File: config.mk
export PLATFORM = sky130hd
export DESIGN_NAME = pulse_emitter
export DESIGN_NICKNAME = d
export VERILOG_FILES = /design/src/rtl/pulse_emitter.sv
export SDC_FILE = /design/constraint.sdc
export NUM_CORES = 1
export LEC_CHECK = 0
export ABC_AREA = 1
export CORE_ASPECT_RATIO = 1.4
export CORE_MARGIN = 4
export CORE_UTILIZATION = 35
export CTS_CLUSTER_SIZE = 25
export DETAILED_ROUTE_END_ITERATION = 16
export GPL_TIMING_DRIVEN = 1
export REMOVE_ABC_BUFFERS = 1
export SYNTH_ARGS = -nofsm -noshare
export SYNTH_HDL_FRONTEND = slang
export SYNTH_SLANG_ARGS = --single-unit
export TNS_END_PERCENT = 100
File: constraint.sdc
create_clock -name clk -period 3.16 [get_ports clk]
set_input_delay 0.948 -clock clk [delete_from_list [all_inputs] [get_ports clk]]
set_output_delay 0.948 -clock clk [all_outputs]
set_load 0.03 [all_outputs]
File: src/rtl/pulse_emitter.sv
// Emits per-channel pulse bursts: count_i_in pulses of PULSE_CYCLES high / GAP_CYCLES low.
// First pulse is high the cycle after the start edge. No backpressure: start is ignored while not idle.
module pulse_emitter #(
    parameter int PULSE_CYCLES = 1,
    parameter int GAP_CYCLES   = 1
) (
    input  logic       clk,
    input  logic       rst,
    input  logic       start,
    input  logic [3:0] count_0_in,
    input  logic [3:0] count_1_in,
    input  logic [3:0] count_2_in,
    input  logic [3:0] count_3_in,
    output logic       pulse_0_out,
    output logic       pulse_1_out,
    output logic       pulse_2_out,
    output logic       pulse_3_out,
    output logic       busy,
    output logic       done
);

    localparam logic [1:0] S_IDLE = 2'd0;
    localparam logic [1:0] S_HIGH = 2'd1;
    localparam logic [1:0] S_LOW  = 2'd2;
    localparam logic [1:0] S_DONE = 2'd3;

    localparam logic [7:0] PULSE_LD = 8'(PULSE_CYCLES - 1);
    localparam logic [7:0] GAP_LD   = 8'(GAP_CYCLES - 1);

    logic [1:0]       state;
    logic [3:0]       round;
    logic [3:0]       max_cnt;
    logic [7:0]       timer;
    logic [3:0][3:0]  cnt_q;
    logic [3:0]       pulse_q;

    logic [3:0][3:0]  cnt_in;
    logic [3:0]       in_max;
    logic [3:0]       next_round;
    logic [3:0]       first_mask;
    logic [3:0]       next_mask;

    assign cnt_in     = {count_3_in, count_2_in, count_1_in, count_0_in};
    assign next_round = round + 4'd1;

    always_comb begin
        in_max     = '0;
        first_mask = '0;
        next_mask  = '0;
        for (int i = 0; i < 4; i++) begin
            if (cnt_in[i] > in_max)
                in_max = cnt_in[i];
            first_mask[i] = (cnt_in[i] != 4'd0);
            next_mask[i]  = (cnt_q[i] >= next_round);
        end
    end

    always_ff @(posedge clk or negedge rst) begin
        if (!rst) begin
            state   <= S_IDLE;
            round   <= '0;
            max_cnt <= '0;
            timer   <= '0;
            cnt_q   <= '0;
            pulse_q <= '0;
            busy    <= 1'b0;
            done    <= 1'b0;
        end else begin
            case (state)
                S_IDLE: begin
                    if (start) begin
                        cnt_q   <= cnt_in;
                        max_cnt <= in_max;
                        round   <= 4'd1;
                        if (in_max == 4'd0) begin
                            state <= S_DONE;
                            timer <= '0;
                            done  <= 1'b1;
                        end else begin
                            state   <= S_HIGH;
                            timer   <= PULSE_LD;
                            pulse_q <= first_mask;
                            busy    <= 1'b1;
                        end
                    end
                end
                S_HIGH: begin
                    if (timer == 8'd0) begin
                        pulse_q <= '0;
                        if (round == max_cnt) begin
                            state <= S_DONE;
                            timer <= '0;
                            busy  <= 1'b0;
                            done  <= 1'b1;
                        end else begin
                            state <= S_LOW;
                            timer <= GAP_LD;
                        end
                    end else begin
                        timer <= timer - 8'd1;
                    end
                end
                S_LOW: begin
                    if (timer == 8'd0) begin
                        // Round count never exceeds max_cnt, so the 4-bit round cannot wrap.
                        state   <= S_HIGH;
                        round   <= next_round;
                        timer   <= PULSE_LD;
                        pulse_q <= next_mask;
                    end else begin
                        timer <= timer - 8'd1;
                    end
                end
                default: begin
                    state <= S_IDLE;
                    timer <= '0;
                    done  <= 1'b0;
                end
            endcase
        end
    end

    assign pulse_0_out = pulse_q[0];
    assign pulse_1_out = pulse_q[1];
    assign pulse_2_out = pulse_q[2];
    assign pulse_3_out = pulse_q[3];

endmodule

==> reports/qor.yml <==
final_layout:
  drive_above_1_share_pct: 36.3
  most-common-layout-cells: "buf_4, nand2_1, dfrtp_1"
  stdcell_area_um2: 3870
  nets: 469
  fillers: 757
  diodes: 0
  syn2layout_area_growth_pct: 35.6
  mostFrequentLayoutCell: "buf_4"
placement:
  dp_hpwl_um: 5000
  portBuffers: 24
  dpl_cell_area_um2: 3440
  globalplace.congestion: 0.828
pwr:
  ir_drop_v: 0.000377
  powerDensity_nw_per_um2: 924
  power.leakage_nw: 1.88
worst_setup_path:
  reg2reg_to: "pulse_q[1]"
  worstPathRequired_ps: 3340
  rr_worst_depth: 13
  slowest_stage: "ha_4"
  arrival_ps: 4020
  worstPathMaxFanout: 6
  end_kind: "flip-flop"
  start_kind: "input pin"
  setup.worst_path.end: "max_cnt[2]"
  crit_start: "count_0_in[3]"
  cpPeakStageDelay_ps: 280
  path_class: "in2reg"
  r2r_slack_ps: 850
  r2r_start: "timer[0]"
  crit_path_frequent_cell: "nand2_4"
sta:
  layout_setup_ws_ps: -676
  min_period_over_period_pct: 121
  hold_viol_final: 0
  setup_viol: 11
  clock.fmax_mhz: 261
  relSlewSlack_pct: 41.6
  tightest_slew_ps: 877
  finalClockSkew_ps: 5.47
  hold_ws_ps: 483
  period_minus_slack_ps: 3840
  grt_setup_unrepaired: "yes"
  maxSlewViolCount: 0
global_routing:
  track_usage_pct: 14.3
  antenna_found_initial: 0
  grt_max_degree: 41
  grt-ovfl-total: 0
  grt_pass1_vias: 2577
  grt_pass1_wl_um: 11300
logic_synthesis:
  yosys_warnings: 0
  synthXorXnorAreaFrac_pct: 3.38
  ys_types: 29
  synth_top_family_by_area: "simple AND/OR/NAND/NOR gates"
  synth_cells: 342
  ys_seq_elements: 40
  synth_area_um2: 2850
  synth_compound_area_share_pct: 11.0
  synth.avg_cell_area_um2: 8.34
  synth_fa_ha_area_share_pct: 14.9
  synth-simple-area-share_pct: 26.7
  synth_seq_area_share_pct: 35.1
  synthMuxAreaShare_pct: 1.58
detailed_routing:
  wl_met1_um: 2660
  vias: 2504
  highest_layer: "met4"
  wirelength_um: 6500
  first_pass_iters: 4
  detail-route-antenna-nets: 0
  dr_wl_met2_um: 3470
  wl_per_cell_um: 12.6
  wl_met3_um: 159
  first_iter_violations: 89
  drc: 0
  via_per_inst: 4.85
clock_tree:
  cts-htree-levels: 2
  cts_buffers: 5
  root_buffer: "clkbuf_8"
  cts_tree: "built"
  insertion_delay_ps: 300
  clock-sinks: 40
  clk_pin_slew_ps: 80
  clockBufferDepth: 2
die:
  die_h_um: 115
  design.die.area_um2: 9680
  die_x_um: 84.3
  pin_count: 25
  floorplan.initialDensity_pct: 36.4
  rows: 38
  coreArea_um2: 7850
min_path:
  hold_class: "reg2reg"
  min_path_cells: 2
status:
  status: "complete, but fails checks"
  failed_checks: "negative setup slack"
run:
  maxCapViolations: 0
==> cells in the mapped netlist (all sizes together) <==
library cell / number / share of area (%)
mux2: 4 / 1.6
o211ai: 4 / 1.1
ha: 34 / 15
o21ai: 34 / 6.5
xnor2: 7 / 2.1
inv: 50 / 6.6
dfrtp: 40 / 35
nand3: 23 / 5.3
nand3b: 1 / 0.26
nor2: 23 / 3.8
nand2: 76 / 13
a22oi: 4 / 1.1
nand4: 13 / 2.8
nor4: 1 / 0.44
nor3: 3 / 0.53
a21oi: 14 / 2.5
clkinv: 2 / 0.26
clkbuf: 4 / 0.53
and3: 1 / 0.22
xor2: 4 / 1.2
==> through the flow <==
stage / worst slack, ps / instances / utilization [%] / setup TNS [ps] / power (mW)
6_report: -676 / 516 / 49.3 / -6730 / 3.58
5_1_grt: -863 / 516 / 49.3 / -8790 / 3.96
4_1_cts: -653 / 511 / 47.6 / -6430 / 3.51
3_5_place_dp: -1530 / 494 / 43.8 / -16140 / 3.09
3_3_place_gp: -1490 / 494 / 43.8 / -15690 / 3.03
2_1_floorplan: -771 / 338 / - / -7630 / 2.52
==> metal layers <==
layer | vias to the layer above | GRT usage (%)
met4 | 0 | 7.94
met1 | 1160 | 14.9
met5 | - | 0
li1 | 1287 | -
met2 | 42 | 27.0
met3 | 15 | 2.44
==> worst min-delay path by stage <==
stage | end | slack, ps | startpoint
after floorplan | cnt_q[0] | 450 | cnt_q[0]
after global placement | busy | 460 | busy
after detailed placement | busy | 470 | busy
after global routing | busy | 500 | busy
after CTS | busy | 480 | busy
final | busy | 480 | busy
==> kinds of logic (layout without fill, tap and decap cells) <==
group,after synthesis,after routing
compound gates,56,56
xor+xnor,11,11
mux,4,4
flops,40,40
fa+ha+maj,34,34
buf+inv,56,130
simple gates,141,141
==> worst max-delay path, delay by kind of cell <==
family	cells	cell delay, ps
multiplexers	1	260
AO/OA/AOI/OAI	2	250
buffers and inverters	8	650
AND/OR/NAND/NOR	14	1180
adder cells (fa/ha/maj)	3	740
==> repair_timing <==
item                       4_1_cts  5_1_grt
hold buffers                     0        0
gates resized for setup         73       21
setup endpoints to repair       11       11
pin swaps                       32       31
cloned                           0        0
buffers inserted                10        5
==> layout make-up <==
type | instances | area (um^2) | share of cell area [%]
multi-input cells | 246 | 1870 | 48.2
clock inverters | 1 | 5.00 | 0.129
inverters | 52 | 204 | 5.27
repair buffers | 71 | 597 | 15.4
flip-flops and latches | 40 | 1000 | 25.9
well taps | 100 | 125 | 3.23
clock buffers | 6 | 72.6 | 1.87
==> registers in the layout (all words and copies together) (netlist names) <==
| name | count |
|---|---|
| max_cnt | 4 |
| state | 2 |
| cnt_q | 16 |
| done | 1 |
| busy | 1 |
| timer | 8 |
| pulse_q | 4 |
| round | 4 |
==> power breakdown <==
part | total [mW] | leakage [nW] | switching [mW] | internal [mW]
logic | 2.32 | 1.33 | 1.31 | 1.01
registers | 0.936 | 0.502 | 0.182 | 0.755
clock network | 0.322 | 0.0410 | 0.172 | 0.150
Power figures use the tool's default switching activity.
==> variant (same settings) <==
Register the outputs `pulse_0_out`, `pulse_1_out`, `pulse_2_out` and `pulse_3_out`, without a reset; this adds one clock of latency there. The other outputs are not delayed to match.
--- a/src/rtl/pulse_emitter.sv
+++ b/src/rtl/pulse_emitter.sv
@@ -120,10 +120,12 @@
         end
     end
 
-    assign pulse_0_out = pulse_q[0];
-    assign pulse_1_out = pulse_q[1];
-    assign pulse_2_out = pulse_q[2];
-    assign pulse_3_out = pulse_q[3];
+    always_ff @(posedge clk) begin
+        pulse_0_out <= pulse_q[0];
+        pulse_1_out <= pulse_q[1];
+        pulse_2_out <= pulse_q[2];
+        pulse_3_out <= pulse_q[3];
+    end
 
 endmodule
 
Function: changed (a bounded check fails within 4 cycles, from zero or initial values and one cycle with rst low).
==> variant against the original RTL <==
- maximum frequency is 0.35% higher
- non-clock buffer count is 4 higher
- design area is 4.9% higher
- critical path type unchanged
- synthesized cell count is 1.2% higher
- wire length is 2.8% higher
- the flow still finishes with violations (negative setup slack)
- total power is 8.5% higher
- setup slack better by 0.013 ns
- sequential cell count is 4 higher
- area after synthesis is 2.8% higher
==> variant: results (changes against the original RTL) <==
STA
  – Total Neg Setup Slack: -6.64 ns (+0.0938 ns)
  – Final setup fails: 11 (unchanged)
  – Worst-Margin Slew: 0.907 ns (+0.0303 ns)
  – Final worst slack: -0.662 ns (+0.0132 ns)
  – Fin Clk Skew: 0.00798 ns (+0.00251 ns)

Outcome
  – Failing checks: negative setup slack
  – Status: complete, but fails checks

Drt
  – Starting DRT DRC Count: 78 (-12%)
  – Via density per instance: 4.80 (-1.2%)
  – Drt total wl: 6680 µm (+2.8%)
  – Routed length per placed instance: 12.7 µm (+0.65%)
  – Metal2 WL: 3620 µm (+4.3%)
  – Routed met3 length: 233 µm (+47%)

Worst hold path
  – Hold path startpoint: pulse_q[1]

Yosys
  – Top cells by area, synth: dfrtp_1, ha_1, nand2_1, inv_1, nand2_2
  – Async S/R FF share, synth: 90.9% (-9.1 points)
  – Synth unique cells: 30 (+3.4%)
  – Seq/Total Area, Yosys: 36.8% (+1.8 points)

Global routing
  – Tot GR Track Use: 14.0% (-0.33 points)
  – Vias in the first global route: 2,584 (+0.27%)
  – GR Util met3: 2.54% (+0.10 points)
  – GR Util met1: 15.4% (+0.50 points)

Power
  – Sw Ratio: 44.3% (-2.3 points)
  – VDD IR max: 426 µV (+13%)

Clock tree
  – Resized Gates After CTS: 74 (+1.4%)
  – CTS clk-pin slew, worst paths: 0.05 ns (-0.03 ns)

Placement
  – DP Cell Count: 498 (+0.81%)
  – DP Worst Slack: -1.54 ns (-0.00524 ns)

Critical path
  – CP max FO: 8 (+2)
  – Crit path DAT: 4.03 ns (about the same)

Finish
  – Share of cells above drive strength 1: 36.7% (+0.41 points)
-- variant: metrics by stage --
stage | hold WS [ns] | instance area (µm²)
detailed placement | 0.375 | 3510
global route | 0.395 | 4060
global placement | 0.373 | 3510
finish | 0.387 | 4060
CTS | 0.388 | 3940
floorplan | 0.366 | 2920
-- variant: logic make-up (layout without fill, tap and decap cells) --
group	Yosys count	after routing	synth area share (%)
AO/OA/AOI/OAI	56	56	10.7
XOR/XNOR	11	11	3.28
adder cells (fa/ha/maj)	34	34	14.5
buffers and inverters	56	135	7.16
flip-flops	44	44	36.8
multiplexers	4	4	1.54
AND/OR/NAND/NOR	141	141	25.9
-- variant: final cells by class --
| type | instances | area (µm²) |
|---|---|---|
| Multi-Input combinational cell | 246 | 1870 |
| Clock inverter | 2 | 10.0 |
| Sequential cell | 44 | 1080 |
| Clock buffer | 6 | 139 |
| Inverter | 52 | 206 |
| Fill cell | 764 | 4090 |
| Timing Repair Buffer | 75 | 627 |
| Tap cell | 102 | 128 |
-- variant: power by group through the flow --
stage / sequential [mW] / clock [mW] / combinational (mW)
after CTS: 1.01 / 0.527 / 2.30
after global placement: 1.02 / 0 / 2.06
after floorplan: 1.05 / 0 / 1.55
final: 1.01 / 0.517 / 2.35
after global routing: 1.04 / 0.550 / 2.67
after detailed placement: 1.02 / 0 / 2.15
-- variant: path summary, 6_finish.rpt --
check	endpoint	cells after the start	slack, ns
worst max-delay path	pulse_q[0]	31	-0.66
worst max register to register	pulse_q[1]	13	0.87
worst min register to register	pulse_1_out	0	0.39
max in group asynchronous	max_cnt[0]	1	1.80
min in group asynchronous	cnt_q[6]	1	0.78
worst min-delay path	pulse_1_out	0	0.39
